[config.mk]
export PLATFORM = sky130hd
export DESIGN_NAME = if_stage_flat
export DESIGN_NICKNAME = d
export VERILOG_FILES = /design/src/rtl/if_stage_if.sv /design/src/rtl/if_stage.sv /design/src/flat_wrapper.sv
export SDC_FILE = /design/constraint.sdc
export NUM_CORES = 1
export LEC_CHECK = 0
export ABC_AREA = 0
export CAP_MARGIN = 20
export CORE_ASPECT_RATIO = 1.75
export CORE_MARGIN = 4
export CORE_UTILIZATION = 39
export CTS_BUF_LIST = sky130_fd_sc_hd__clkbuf_4 sky130_fd_sc_hd__clkbuf_8
export CTS_CLUSTER_SIZE = 20
export DETAILED_ROUTE_END_ITERATION = 12
export PLACE_DENSITY = 0.8
export RECOVER_POWER = 50
export SKIP_CTS_REPAIR_TIMING = 1
export SLEW_MARGIN = 20
export SYNTH_ARGS = -nofsm -noshare
export SYNTH_HDL_FRONTEND = slang
export SYNTH_SLANG_ARGS = --single-unit
[constraint.sdc]
create_clock -name clk -period 2.1 [get_ports clk]
set_input_delay 0.21 -clock clk [delete_from_list [all_inputs] [get_ports clk]]
set_output_delay 0.21 -clock clk [all_outputs]
set_load 0.02 [all_outputs]
[src/rtl/if_stage_if.sv]
// if_stage_if: groups the hazard-unit controls, redirect targets, instruction
// fetch data and the IF/ID register outputs of the instruction-fetch stage.
// Optional macro IF_PERF_CNT_EN adds the stall_cnt / flush_cnt counters.
interface if_stage_if;
  logic        pc_shouldstall;
  logic [1:0]  if_shouldstall;
  logic [1:0]  final_branch;
  logic [31:0] branch_target;
  logic [31:0] jump_target;
  logic [31:0] jr_target;
  logic [31:0] inst_in;
  logic [31:0] pc_out;
  logic [31:0] ifid_pc4;
  logic [31:0] ifid_inst;
  logic        ifid_valid;
`ifdef IF_PERF_CNT_EN
  logic [31:0] stall_cnt;
  logic [31:0] flush_cnt;
`endif

  // Upstream side: hazard unit, branch resolution and instruction memory.
  modport master (
    output pc_shouldstall, if_shouldstall, final_branch,
    output branch_target, jump_target, jr_target, inst_in,
    input  pc_out, ifid_pc4, ifid_inst, ifid_valid
`ifdef IF_PERF_CNT_EN
    , input stall_cnt, flush_cnt
`endif
  );

  // Fetch stage side.
  modport slave (
    input  pc_shouldstall, if_shouldstall, final_branch,
    input  branch_target, jump_target, jr_target, inst_in,
    output pc_out, ifid_pc4, ifid_inst, ifid_valid
`ifdef IF_PERF_CNT_EN
    , output stall_cnt, flush_cnt
`endif
  );
endinterface

[src/rtl/if_stage.sv]
// if_stage: instruction-fetch stage of the 5-stage MIPS pipeline.
// Holds the PC, selects the next PC (sequential, branch, jump, jr), and owns
// the IF/ID pipeline register. A redirect always wins over a PC hold.
// Optional macro IF_PERF_CNT_EN adds wrapping stall/flush event counters.
module if_stage #(
  parameter logic [31:0] RESET_PC = 32'h0000_0000,
  parameter logic [31:0] NOP_INST = 32'h0000_0000
) (
  input logic          clk,
  input logic          rst,
  if_stage_if.slave    bus
);

  logic [31:0] pc_r;
  logic [31:0] pc_plus4_s;
  logic [31:0] target_sel_s;
  logic [31:0] target_aligned_s;
  logic        redirect_s;
  logic [31:0] ifid_pc4_r;
  logic [31:0] ifid_inst_r;
  logic        ifid_valid_r;

  // Next-PC candidates: sequential address and word-aligned redirect target.
  always_comb begin
    pc_plus4_s   = pc_r + 32'd4;
    redirect_s   = (bus.final_branch != 2'b00);
    target_sel_s = pc_plus4_s;
    case (bus.final_branch)
      2'b01:   target_sel_s = bus.branch_target;
      2'b10:   target_sel_s = bus.jump_target;
      2'b11:   target_sel_s = bus.jr_target;
      default: target_sel_s = pc_plus4_s;
    endcase
    // Misaligned targets are silently forced to a word boundary.
    target_aligned_s = target_sel_s & 32'hFFFF_FFFC;
  end

  // PC register: redirect beats hold, hold beats sequential advance.
  always_ff @(posedge clk) begin
    if (rst) begin
      pc_r <= RESET_PC;
    end else if (redirect_s) begin
      pc_r <= target_aligned_s;
    end else if (bus.pc_shouldstall) begin
      pc_r <= pc_r;
    end else begin
      pc_r <= pc_plus4_s;
    end
  end

  // IF/ID register: advance, hold, or flush to a bubble (pc4 kept on flush).
  always_ff @(posedge clk) begin
    if (rst) begin
      ifid_pc4_r   <= 32'h0000_0000;
      ifid_inst_r  <= NOP_INST;
      ifid_valid_r <= 1'b0;
    end else begin
      case (bus.if_shouldstall)
        2'b00: begin
          ifid_pc4_r   <= pc_plus4_s;
          ifid_inst_r  <= bus.inst_in;
          ifid_valid_r <= 1'b1;
        end
        2'b01: begin
          ifid_pc4_r   <= ifid_pc4_r;
          ifid_inst_r  <= ifid_inst_r;
          ifid_valid_r <= ifid_valid_r;
        end
        default: begin
          ifid_pc4_r   <= ifid_pc4_r;
          ifid_inst_r  <= NOP_INST;
          ifid_valid_r <= 1'b0;
        end
      endcase
    end
  end

  assign bus.pc_out     = pc_r;
  assign bus.ifid_pc4   = ifid_pc4_r;
  assign bus.ifid_inst  = ifid_inst_r;
  assign bus.ifid_valid = ifid_valid_r;

`ifdef IF_PERF_CNT_EN
  logic [31:0] stall_cnt_r;
  logic [31:0] flush_cnt_r;

  // Event counters: holds (code 01) and flushes (codes 10/11), wrapping.
  always_ff @(posedge clk) begin
    if (rst) begin
      stall_cnt_r <= 32'h0000_0000;
      flush_cnt_r <= 32'h0000_0000;
    end else begin
      if (bus.if_shouldstall == 2'b01) begin
        stall_cnt_r <= stall_cnt_r + 32'd1;
      end else begin
        stall_cnt_r <= stall_cnt_r;
      end
      if (bus.if_shouldstall[1]) begin
        flush_cnt_r <= flush_cnt_r + 32'd1;
      end else begin
        flush_cnt_r <= flush_cnt_r;
      end
    end
  end

  assign bus.stall_cnt = stall_cnt_r;
  assign bus.flush_cnt = flush_cnt_r;
`endif

endmodule

[src/flat_wrapper.sv]
// flat-port wrapper written by rule: the top's interface ports become plain ports
module if_stage_flat 
#(
  parameter logic [31:0] RESET_PC = 32'h0000_0000,
  parameter logic [31:0] NOP_INST = 32'h0000_0000
)
  (clk, rst, bus_pc_shouldstall, bus_if_shouldstall, bus_final_branch, bus_branch_target, bus_jump_target, bus_jr_target, bus_inst_in, bus_pc_out, bus_ifid_pc4, bus_ifid_inst, bus_ifid_valid);
  if_stage_if bus_i ();
  input logic clk;
  input logic rst;
  input wire logic [$bits(bus_i.pc_shouldstall)-1:0] bus_pc_shouldstall;
  input wire logic [$bits(bus_i.if_shouldstall)-1:0] bus_if_shouldstall;
  input wire logic [$bits(bus_i.final_branch)-1:0] bus_final_branch;
  input wire logic [$bits(bus_i.branch_target)-1:0] bus_branch_target;
  input wire logic [$bits(bus_i.jump_target)-1:0] bus_jump_target;
  input wire logic [$bits(bus_i.jr_target)-1:0] bus_jr_target;
  input wire logic [$bits(bus_i.inst_in)-1:0] bus_inst_in;
  output wire logic [$bits(bus_i.pc_out)-1:0] bus_pc_out;
  output wire logic [$bits(bus_i.ifid_pc4)-1:0] bus_ifid_pc4;
  output wire logic [$bits(bus_i.ifid_inst)-1:0] bus_ifid_inst;
  output wire logic [$bits(bus_i.ifid_valid)-1:0] bus_ifid_valid;
  assign bus_i.pc_shouldstall = bus_pc_shouldstall;
  assign bus_i.if_shouldstall = bus_if_shouldstall;
  assign bus_i.final_branch = bus_final_branch;
  assign bus_i.branch_target = bus_branch_target;
  assign bus_i.jump_target = bus_jump_target;
  assign bus_i.jr_target = bus_jr_target;
  assign bus_i.inst_in = bus_inst_in;
  assign bus_pc_out = bus_i.pc_out;
  assign bus_ifid_pc4 = bus_i.ifid_pc4;
  assign bus_ifid_inst = bus_i.ifid_inst;
  assign bus_ifid_valid = bus_i.ifid_valid;
  if_stage #(.RESET_PC(RESET_PC), .NOP_INST(NOP_INST)) u_core (.clk(clk), .rst(rst), .bus(bus_i));
endmodule
==> reports/metrics.csv <==
metric,value,unit
status,"finished, final reports clean",
CTS tree,yes,
Final min period,2047,ps
Avg Inst Size Synth,8.677,µm²
Post-synth EDFFs,0,
Synth top area share,36.61,%
vias per std cell,5.635,
num rows,55,
Crit. End Element,flip-flop,
critical path type,reg2reg,
Worst Path Max Fanout,6,
Worst EP required,2410,ps
Worst Setup Start Kind,flip-flop,
"Cell Area, Placed",0.007854,mm²
dpl hpwl,15.78,mm
"Clk Latency, worst-skew pair",370,ps
first-pass GRT wire length,30.37,mm
"setup slack, reg-to-reg",50,ps
GRT Overall Usage,25.99,%
Die Y,159.1,µm
P per Cell Area,537.7,mW/mm²
Final Slew Violations,0,
final setup fails,0,
R2R depth,6,
Register Area,0.001868,mm²
maxcap violations,0,
Worst EP arrival,2360,ps
DRT iter0 DRCs,248,
initial core utilization,39.51,%
WHS Endpoint,u_core.bus.pc_out[24],
R2R Path End,u_core.bus.pc_out[28],
Yosys reg bits,93,
Worst R2R Start,u_core.bus.pc_out[2],
most frequent cell after synthesis,dfxtp_1,
area of the multi-input gates,0.003000,mm²
CTS Sinks,93,
total core area,0.01287,mm²
via count,5697,
proportion of synthesized chip area in sequential cells,36.61,%
final net count,972,
clock-pin slew on the worst setup and hold paths,90,ps
"Core Util, Final",62.35,%
number of global-route vias before repair,5837,
"area leader, netlist",dfxtp_1,
Least-Margin Pin Slew,1097,ps
Static Leak,0.003113,µW
yosys warns,0,
GRT overflow,0,
largest net degree at the start of global routing,34,
Die Wd,94.32,µm
Area growth syn-to-layout,57.80,%
Fillers,1113,
DR pass1 iterations,4,
CTS H-tree lvls,3,
layout cell share with drive strength beyond 1,14.52,%
die area,0.01500,mm²
synth cell count leaders,"93 x dfxtp_1, 78 x nor2_1, 43 x mux2i_1",
fin area,0.008024,mm²
CTS Root Buffer Type,clkbuf_8,
Main synth FF type,dfxtp_1,
Area contributors post-synth,"dfxtp_1 37%, mux2i_1 8.5%, nor2_1 5.8%",
final weighted congestion in routability-driven placement,0.9301,
Wirelength per Cell,19.73,µm
maximum vdd drop,0.2596,mV
DRC violations left,0,
synthesized instance count,586,
TritonCTS buffer count,9,
PortBufs,221,
WHS Path Cells,2,
Hold Fails Final Rpt,0,
# diodes,0,
post-route ant nets,0,
post-synthesis cell type count,54,
setup TNS,0,ps
clock skew,16.04,ps
Total Wirelength,19.95,mm
Worst Hold Class,in2reg,
Hold Crit Start,rst,
Slew HR,26.87,%
fmax,488.6,MHz
crit share post-route,97.45,%
Mapped Area,0.005085,mm²
async set-or-reset flop fraction in the synthesized netlist,0,%
initial antenna violation count,0,
Max Buffers Root-to-Sink,2,
Top-Level Pins,232,
[power breakdown]
part	internal (µW)	switching (µW)	leakage, µW
combinational	655	601	0.00225
clock	486	625	0.0000932
sequential	1870	75.9	0.000767
[cells by family after synthesis]
kind of cell | after synthesis | synth area share, %
AOI/OAI and AO/OA | 109 | 15.90
other | 1 | 0.07375
xor gates and xnor gates | 25 | 4.306
adders and majority gates | 1 | 0.2460
and+or+nand+nor | 233 | 23.84
muxes | 63 | 14.00
buffers and inverters | 61 | 5.020
DFF | 93 | 36.61
[critical path, stage by stage (launching register included)]
cell and delay (ps):
dfxtp_4 370, ha_4 130, nand4_1 170, or4_4 560, buf_4 190, or4_1 500, nand3_1 90
[flip-flops by register name, summed over array words and instances, names as in the netlist]
| register | count |
|---|---|
| u_core.bus.pc_out | 30 |
| u_core.bus.ifid_valid | 1 |
| u_core.bus.ifid_inst | 32 |
| u_core.bus.ifid_pc4 | 30 |
[through the flow]
| stage | hold slack (ps) | setup slack (ps) | total power (µW) | cells |
|---|---|---|---|---|
| after floorplan | 353.9 | 0.6035 | 2566 | 589 |
| after global placement | 434.2 | 13.76 | 3224 | 996 |
| after detailed placement | 436.1 | 23.85 | 3256 | 996 |
| after CTS | 158.4 | -2.442 | 4351 | 1011 |
| after global routing | 164.6 | -6.880 | 4503 | 1011 |
| final | 172.0 | 53.48 | 4315 | 1011 |
[worst max-delay path by stage]
| stage | depth (start not counted) | slack, ps | startpoint | endpoint |
|---|---|---|---|---|
| 4_1_cts | 6 | -2 | u_core.bus.pc_out[2] | u_core.bus.pc_out[28] |
| 3_5_place_dp | 6 | 20 | u_core.bus.pc_out[2] | u_core.bus.pc_out[28] |
| 5_1_grt | 6 | -7 | u_core.bus.pc_out[2] | u_core.bus.pc_out[28] |
| 2_1_floorplan | 6 | 0.6 | u_core.bus.pc_out[6] | u_core.bus.pc_out[28] |
| 3_3_place_gp | 6 | 10 | u_core.bus.pc_out[2] | u_core.bus.pc_out[28] |
| 6_report | 6 | 50 | u_core.bus.pc_out[2] | u_core.bus.pc_out[28] |
[cells in the final DEF (no fill, tap or decap), types with 15 or more instances in the layout]
master             n
nor2_1            78
nor4_1            17
nand4_1           16
mux2i_1           43
dfxtp_1           90
a211oi_1          24
mux2_2            15
xnor2_1           21
clkdlybuf4s50_1  170
dlygate4sd3_1     47
nand3_1           20
buf_4             68
nand2_1           27
[cell type report]
class                      instances  share of cell area, %
timing repair buffer             293                  34.29
sequential                        93                  23.28
clock buffer                      12                  1.902
multi-input combinational        435                  37.39
inverter                           4                 0.1871
clock inverter                     3                 0.2807
tap                              171                  2.666
[layer usage]
layer  global-route usage (%)  vias to the layer above  share of wire (%)
li1                         -                     2678                  -
met1                    25.30                     2656                 33
met3                    4.444                       87                6.3
met4                    17.55                        0                6.0
met2                    48.06                      276                 54
met5                        0                        -                  0
Note: power is estimated with default switching activity, not from simulation.
